### src/rtl/disp_scan_if.sv
// Display scan bus: inputs the controller consumes and the outputs it drives.
//   digit_en   [7:0] per-digit enable
//   blink_mask [7:0] per-digit blink
//   seg_in     [6:0] pattern from the 8:1 mux for the selected digit
//   sel        [2:0] digit select to the mux s input
//   an_n       [7:0] active-low anode enables
//   seg_out    [6:0] segment pattern to the pins
//   frame_tick       one-cycle pulse per completed 8-digit frame
// master = scan controller side, slave = display/mux/system side.
interface disp_scan_if;
  logic [7:0] digit_en;
  logic [7:0] blink_mask;
  logic [6:0] seg_in;
  logic [2:0] sel;
  logic [7:0] an_n;
  logic [6:0] seg_out;
  logic       frame_tick;

  modport master (
    input  digit_en, blink_mask, seg_in,
    output sel, an_n, seg_out, frame_tick
  );

  modport slave (
    output digit_en, blink_mask, seg_in,
    input  sel, an_n, seg_out, frame_tick
  );
endinterface

### src/rtl/disp_scan_ctrl.sv
// Time-multiplexing controller for an 8-digit seven-segment display.
// Steps a 3-bit digit select every DIV cycles, blanks all anodes for the
// first BLANK cycles of each slot, gates digits by enable and blink, and
// registers the mux pattern so anodes and segments stay aligned.
//   clk   system clock, rising edge
//   rst_n asynchronous active-low reset
//   bus   disp_scan_if.master (digit_en, blink_mask, seg_in in;
//         sel, an_n, seg_out, frame_tick out, all registered)
module disp_scan_ctrl #(
  parameter int unsigned DIV          = 50000,
  parameter int unsigned BLANK        = 500,
  parameter int unsigned BLINK_FRAMES = 64
) (
  input  logic         clk,
  input  logic         rst_n,
  disp_scan_if.master  bus
);

  localparam int unsigned PW = (DIV > 1) ? $clog2(DIV) : 1;
  localparam int unsigned FW = (BLINK_FRAMES > 1) ? $clog2(BLINK_FRAMES) : 1;
  localparam logic [PW-1:0] PMAX = PW'(DIV - 1);
  localparam logic [FW-1:0] FMAX = FW'(BLINK_FRAMES - 1);

  logic [PW-1:0] pcnt;
  logic [2:0]    sel_q;
  logic [FW-1:0] fcnt;
  logic          blink_phase;
  logic [7:0]    an_q;
  logic [6:0]    seg_q;
  logic          ft_q;

  logic slot_end_c;
  logic frame_end_c;
  logic in_blank_c;
  logic active_c;

  assign slot_end_c  = (pcnt == PMAX);
  assign frame_end_c = slot_end_c && (sel_q == 3'd7);
  assign active_c    = bus.digit_en[sel_q] & ~(bus.blink_mask[sel_q] & blink_phase);

  // With no blanking the compare would be constant-false, so drop it entirely.
  generate
    if (BLANK == 0) begin : g_noblank
      assign in_blank_c = 1'b0;
    end else begin : g_blank
      localparam logic [PW-1:0] PBLANK = PW'(BLANK);
      assign in_blank_c = (pcnt < PBLANK);
    end
  endgenerate

  // Prescaler, digit select, frame/blink counters and registered outputs.
  always_ff @(posedge clk or negedge rst_n) begin
    if (!rst_n) begin
      pcnt        <= '0;
      sel_q       <= 3'd0;
      fcnt        <= '0;
      blink_phase <= 1'b0;
      an_q        <= 8'hFF;
      seg_q       <= 7'd0;
      ft_q        <= 1'b0;
    end else begin
      if (slot_end_c) begin
        pcnt  <= '0;
        sel_q <= sel_q + 3'd1;
      end else begin
        pcnt  <= pcnt + PW'(1);
      end

      if (frame_end_c) begin
        if (fcnt == FMAX) begin
          fcnt        <= '0;
          blink_phase <= ~blink_phase;
        end else begin
          fcnt <= fcnt + FW'(1);
        end
      end

      ft_q  <= frame_end_c;
      seg_q <= bus.seg_in;
      // One-hot-low anode for the current digit; never more than one low bit.
      if (in_blank_c || !active_c) an_q <= 8'hFF;
      else                         an_q <= ~(8'd1 << sel_q);
    end
  end

  assign bus.sel        = sel_q;
  assign bus.an_n       = an_q;
  assign bus.seg_out    = seg_q;
  assign bus.frame_tick = ft_q;

endmodule
### src/flat_wrapper.sv
// flat-port wrapper written by rule: the top's interface ports become plain ports
module disp_scan_ctrl_flat 
#(
  parameter int unsigned DIV          = 50000,
  parameter int unsigned BLANK        = 500,
  parameter int unsigned BLINK_FRAMES = 64
)
  (clk, rst_n, bus_digit_en, bus_blink_mask, bus_seg_in, bus_sel, bus_an_n, bus_seg_out, bus_frame_tick);
  disp_scan_if bus_i ();
  input  logic clk;
  input  logic rst_n;
  input wire logic [$bits(bus_i.digit_en)-1:0] bus_digit_en;
  input wire logic [$bits(bus_i.blink_mask)-1:0] bus_blink_mask;
  input wire logic [$bits(bus_i.seg_in)-1:0] bus_seg_in;
  output wire logic [$bits(bus_i.sel)-1:0] bus_sel;
  output wire logic [$bits(bus_i.an_n)-1:0] bus_an_n;
  output wire logic [$bits(bus_i.seg_out)-1:0] bus_seg_out;
  output wire logic [$bits(bus_i.frame_tick)-1:0] bus_frame_tick;
  assign bus_i.digit_en = bus_digit_en;
  assign bus_i.blink_mask = bus_blink_mask;
  assign bus_i.seg_in = bus_seg_in;
  assign bus_sel = bus_i.sel;
  assign bus_an_n = bus_i.an_n;
  assign bus_seg_out = bus_i.seg_out;
  assign bus_frame_tick = bus_i.frame_tick;
  disp_scan_ctrl #(.DIV(DIV), .BLANK(BLANK), .BLINK_FRAMES(BLINK_FRAMES)) u_core (.clk(clk), .rst_n(rst_n), .bus(bus_i));
endmodule
### config.mk
export PLATFORM = sky130hd
export DESIGN_NAME = disp_scan_ctrl_flat
export DESIGN_NICKNAME = d
export VERILOG_FILES = /design/src/rtl/disp_scan_if.sv /design/src/rtl/disp_scan_ctrl.sv /design/src/flat_wrapper.sv
export SDC_FILE = /design/constraint.sdc
export NUM_CORES = 1
export LEC_CHECK = 0
export ABC_CLOCK_PERIOD_IN_PS = 2200
export CAP_MARGIN = 20
export CORE_MARGIN = 3
export CORE_UTILIZATION = 30
export DETAILED_ROUTE_END_ITERATION = 7
export PLACE_DENSITY = 0.66
export SKIP_LAST_GASP = 1
export SLEW_MARGIN = 20
export SYNTH_ARGS = -nofsm -noshare
export SYNTH_HDL_FRONTEND = slang
export SYNTH_SLANG_ARGS = --single-unit
### constraint.sdc
create_clock -name clk -period 2.2 [get_ports clk]
set_clock_uncertainty 0.1 [all_clocks]
set_input_delay 0.33 -clock clk [delete_from_list [all_inputs] [get_ports clk]]
set_output_delay 0.33 -clock clk [all_outputs]
set_load 0.01 [all_outputs]
== Yosys cells after proc, flatten, opt, wreduce, memory -nomap -nowiden ==
Index checks and enable logic that the tools add are counted.

* Bits in registers: 42
* Word-level logic and storage cells: 32
* Output and inout port bits: 19

* Shift operators: 1
* $lt $le $gt $ge: 2
* Reduce and logical (&&, ||, !) cells: 4
* Bitwise logic cells: 5
* Eq/ne operators: 3
* Multiplexer cells: 7
* Add/sub/neg operators: 3

{| class="wikitable"
|+ Operators with widths
! cell !! count
|-
| $add A16 B1 Y16 const B || 1
|-
| $eq A16 B16 Y1 const B || 1
|-
| $lt A16 B9 Y1 const B || 1
|-
| $mux W16 || 1
|-
| $mux W8 || 1
|-
| $not A8 Y8 || 1
|-
| $shl A1 B3 Y8 const A || 1
|-
| $add A6 B1 Y6 const B || 1
|-
| $bmux W1 S3 || 2
|-
| $eq A6 B6 Y1 const B || 1
|-
| $mux W6 || 1
|-
| $lt A3 B4 Y1 const B || 1
|-
| $add A3 B1 Y3 const B || 1
|-
| $eq A3 B3 Y1 const B || 1
|-
| $and A1 B1 Y1 || 2
|-
| $mux W1 || 2
|-
| $not A1 Y1 || 2
|-
| $reduce_and A2 Y1 || 1
|-
| $logic_and A1 B1 Y1 || 1
|-
| $logic_not A1 Y1 || 1
|-
| $logic_or A1 B1 Y1 || 1
|}

== Logic depth before layout (Yosys ltp) ==
Gate-level depths: netlist of run 1.

* Word-level depth: 8
* Depth in mapped cells: 7
* Mapped depth without buffers: 6

== Worst setup path before layout of run 1 ==
OpenSTA, ideal clock, no wires.

* Path type: flip-flop to flip-flop
* Start point: register u_core.sel_q[0] (netlist: u_core.bus.sel[0])
* End point: register u_core.an_q[0] (netlist: u_core.bus.an_n[0])
* Required time: 1993 ps
* Setup time: 107 ps
* Clock period less this slack: 2224 ps
* Buffers on the path: 1
* Stages on the path, launching flop included: 6
* Setup slack: -24 ps
* Arrival time: 2016 ps
* Path through: dfrtp_1 > buf_2 > mux4_2 > a2bb2oi_1 > a311oi_1 > nand3_1

* Cells in the longest elaborated chain, start to end: 8
* Elaborated cells on any way between the ends: 12
* Those cells by class: shift: 1; mux: 5; bitwise: 4; reduce/logical: 2

{| class="wikitable"
|+ RTL lines
! item !! line !! RTL
|-
| start: declaration || disp_scan_ctrl.sv:25 || <nowiki>logic [2:0] sel_q;</nowiki>
|-
| start signal: assignment || disp_scan_ctrl.sv:64 || <nowiki>sel_q <= sel_q + 3'd1;</nowiki>
|-
| $bmux W1 S3 || disp_scan_ctrl.sv:39 || <nowiki>assign active_c = bus.digit_en[sel_q] & ~(bus.blink_mask[sel_q] & blink_phase);</nowiki>
|-
| $mux W1 (implied by the code) || disp_scan_ctrl.sv:39 ||
|-
| $and A1 B1 Y1 || disp_scan_ctrl.sv:39 ||
|-
| $not A1 Y1 || disp_scan_ctrl.sv:39 ||
|-
| $and A1 B1 Y1 || disp_scan_ctrl.sv:39 ||
|-
| $logic_not A1 Y1 || disp_scan_ctrl.sv:81 || <nowiki>if (in_blank_c || !active_c) an_q <= 8'hFF;</nowiki>
|-
| $logic_or A1 B1 Y1 || disp_scan_ctrl.sv:81 ||
|-
| $mux W8 * || disp_scan_ctrl.sv:81 ||
|-
| end signal: assignment || disp_scan_ctrl.sv:82 || <nowiki>else an_q <= ~(8'd1 << sel_q);</nowiki>
|-
| end: declaration || disp_scan_ctrl.sv:28 || <nowiki>logic [7:0] an_q;</nowiki>
|}

Every way passes the cells marked *; elsewhere a longest branch is shown, timed or not. The select of a mux whose other input is x is not followed.
A chain may end at the register's enable or synchronous reset.

== Worst setup path in the final report of run 1 ==
* Start point: register u_core.pcnt[11]
* End point: register u_core.fcnt[5]

* Cells in the longest elaborated chain, start to end: 2

{| class="wikitable"
|+ RTL lines
! item !! line !! RTL
|-
| start: declaration || disp_scan_ctrl.sv:24 || <nowiki>logic [PW-1:0] pcnt;</nowiki>
|-
| start signal: assignment || disp_scan_ctrl.sv:66 || <nowiki>pcnt <= pcnt + PW'(1);</nowiki>
|-
| $eq A16 B16 Y1 || disp_scan_ctrl.sv:37 || <nowiki>assign slot_end_c = (pcnt == PMAX);</nowiki>
|-
| $logic_and A1 B1 Y1 || disp_scan_ctrl.sv:38 || <nowiki>assign frame_end_c = slot_end_c && (sel_q == 3'd7);</nowiki>
|-
| end signal: assignment || disp_scan_ctrl.sv:74 || <nowiki>fcnt <= fcnt + FW'(1);</nowiki>
|-
| end: declaration || disp_scan_ctrl.sv:26 || <nowiki>logic [FW-1:0] fcnt;</nowiki>
|}

Every way passes these cells.

==> results of run 1 <==
## worst max-delay path, stage by stage, from the launching register on
cell and delay (ns):
dfrtp_1 0.39, or4_1 0.56, or4_4 0.57, or3_1 0.35, o21ai_0 0.07
## cells in the mapped netlist (all sizes together)
cell type / count / area, um^2
nor2b: 1 / 6.26
nor2: 10 / 37.5
a31oi: 1 / 6.26
xor2: 6 / 52.6
o21a: 1 / 7.51
inv: 4 / 15.0
a311oi: 1 / 8.76
or4: 3 / 22.5
o21ai: 6 / 30.0
o31ai: 1 / 7.51
a2bb2oi: 1 / 8.76
nand3: 12 / 60.1
nand2: 16 / 60.1
buf: 3 / 15.0
or4b: 1 / 13.8
ha: 8 / 100
a211oi: 1 / 7.51
nand4: 7 / 43.8
mux2i: 4 / 40.0
and4: 2 / 18.8
clkinv: 1 / 3.75
mux4: 3 / 67.6
nor4: 4 / 25.0
xnor2: 9 / 78.8
a21oi: 4 / 20.0
nand3b: 1 / 7.51
or3: 4 / 25.0
dfstp: 8 / 210
dfrtp: 34 / 851
and3: 2 / 12.5
## flip-flops by register name, indices dropped and copies added, names as in the netlist
register and count:
u_core.pcnt 16, u_core.bus.an_n 8, u_core.bus.seg_out 7, u_core.fcnt 6, u_core.bus.sel 3, u_core.blink_phase 1, u_core.bus.frame_tick 1
## layout by cell type (no fill, tap or decap), drive strengths merged, types with 5 or more instances in the layout
cell and instances:
o21ai 6, ha 8, nand2 16, clkdlybuf4s50 42
dfrtp 34, nand4 7, nand3 12, xor2 6
buf 18, clkbuf 5, dfstp 8, xnor2 9
nor2 10
## kinds of logic after synthesis
group / Yosys count
buf+inv: 8
mux: 7
xor+xnor: 15
compound gates: 16
flops: 42
fa+ha+maj: 8
simple gates: 63
## stage by stage
step                util (%)  hold slack [ns]  std cells  worst slack (ns)
floorplan                  -          -0.0656        159           0.00375
detailed placement      42.1            0.323        291            0.0408
CTS                     44.4          0.00512        299            0.0202
global placement        42.1            0.321        291            0.0795
finish                  44.5          -0.0158        299            0.0811
global route            44.5           0.0246        299            0.0174
## report_power, final
group | switching, W | internal, W | total, W
clock network | 0.000274 | 0.000455 | 0.000729
registers | 0.00000149 | 0.000778 | 0.000780
logic | 0.0000272 | 0.0000531 | 0.0000803
## worst paths after layout
path	slack, ns	start	end
min in group clk	0.37	bus_seg_in[6]	u_core.bus.seg_out[6]$_DFF_PN0_
max in group asynchronous	1.65	rst_n	u_core.bus.an_n[1]$_DFF_PN1_
worst max-delay path	0.08	u_core.pcnt[11]$_DFF_PN0_	u_core.fcnt[5]$_DFFE_PN0P_
worst min register to register	0.38	u_core.pcnt[0]$_DFF_PN0_	u_core.pcnt[0]$_DFF_PN0_
worst min-delay path	-0.02	rst_n	u_core.bus.frame_tick$_DFF_PN0_
worst max register to register	0.08	u_core.pcnt[11]$_DFF_PN0_	u_core.fcnt[5]$_DFFE_PN0P_
## layer usage
layer | vias to the layer above | share of wire [%] | routed length (um) | track usage [%]
met4 | 0 | 0.81 | 31 | 3.45
met5 | - | 0 | 0 | 0
met3 | 4 | 5.1 | 197 | 3.43
met1 | 662 | 46 | 1770 | 14.7
li1 | 696 | - | - | -
met2 | 30 | 48 | 1840 | 18.6
## layout make-up
type | instances | area, um^2 | share of cell area (%)
flip-flops and latches | 42 | 1060 | 40.1
multi-input cells | 109 | 785 | 29.6
repair buffers | 60 | 553 | 20.9
well taps | 75 | 93.8 | 3.54
clock buffers | 5 | 68.8 | 2.60
clock inverters | 3 | 68.8 | 2.60
inverters | 5 | 18.8 | 0.709
==> flow_metrics.tcl, run 1 <==
set metrics [dict create \
    rsz0062_at_grt "false" \
    drive_gt1_share_pct 18.8 \
    pin_count 44 \
    core-area_um2 5960 \
    cts.clk_slew.worst_paths_ns 0.09 \
    fin_crit_sh_pct 96.3 \
    cts_root_buffer "clkbuf_8" \
    synth.cell_area_um2 1860 \
    grt_pass1_vias 1366 \
    fp.dieArea_um2 7190 \
    start_util_pct 31.3 \
    clockBufferDepth 2 \
    total_leakage_power_nw 1.12 \
    synthAdderAreaFrac_pct 5.37 \
    placed_area_um2 2510 \
    cts.sinks 42 \
    yosysWarnings 0 \
    cts-hold-fix-buffers 0 \
    irDropWorstVdd_mv 0.268 \
    p_per_area_nw_per_um2 600 \
    drtIter0Drc 67 \
    postCtsSetupBuffers 0 \
    worstMarginPinSlew_ns 0.505 \
    crit_path_end_kind "flop" \
    grt_use_total_pct 11.4 \
    rows 28 \
    synth_seq_area_share_pct 57.0 \
    overflow 0 \
    grt_pass1_wl_mm 6.52 \
    ant_nets 0 \
    period_minus_slack_ns 2.12 \
    fin_setup_tns_ns 0 \
    worstSetupStartpointType "flop" \
    wirelength_mm 3.84 \
    whs_ns -0.0158 \
    cap_violations 0 \
    fin_area_um2 2650 \
    syn_avg_cell_area_um2 11.7 \
    syn_inst 159 \
    antenna_found_initial 0 \
    setup_violations 0 \
    grt_max_degree 43 \
    hpwl_mm 2.90 \
    yosys.area_share.simple_pct 17.9 \
    synth_compound_area_share_pct 5.17 \
    timing.fmax_ghz 0.472 \
    gp_congestion 0.770 \
    area_delta_synth_final_pct 42.2 \
    avgRoutedWirePerCell_um 12.8 \
    viasPerCell 4.66 \
    rr_worst_depth 4 \
    clk_latency_ns 0.30 \
    hold_viol_final 27 \
    drt_first_pass_iters 4 \
    violations "negative hold slack" \
    yosysUniqueCellTypes 31 \
    crit_fanout 6 \
    hold_path_class "input pin to async pin" \
    via_count 1392 \
    finalMaxSlewViolations 0 \
    dieWidth_um 84.8 \
    num_antenna_cells 0 \
    final_nets 256 \
    ys_seq_elements 42 \
    cts_resized 0 \
    tritoncts "built" \
    synth_xor_xnor_area_share_pct 7.05 \
    cp.arrival_ns 2.24 \
    htree_levels 2 \
    synth_fp_nets 192 \
    io_buffers 43 \
    synth_top_family_by_area "simple AND/OR/NAND/NOR gates" \
    post-route-drc-count 0 \
    critPathKind "flop to flop" \
    outcome "finished, violations left" \
    slew_headroom_pct 66.3 \
    fillers 558 \
    cts_buffers 5 \
    synth_mux_area_share_pct 5.78 \
    die_h_um 84.8 \
    cp.required_ns 2.32 \
    power_w 0.00159 \
]
Note: power is estimated with default switching activity, not from simulation.
==> run 2: changes to the inputs <==
CAP_MARGIN = 10   (was 20)
==> results of run 2 <==
The final DEF is identical to that of run 1; final timing and power are the same.
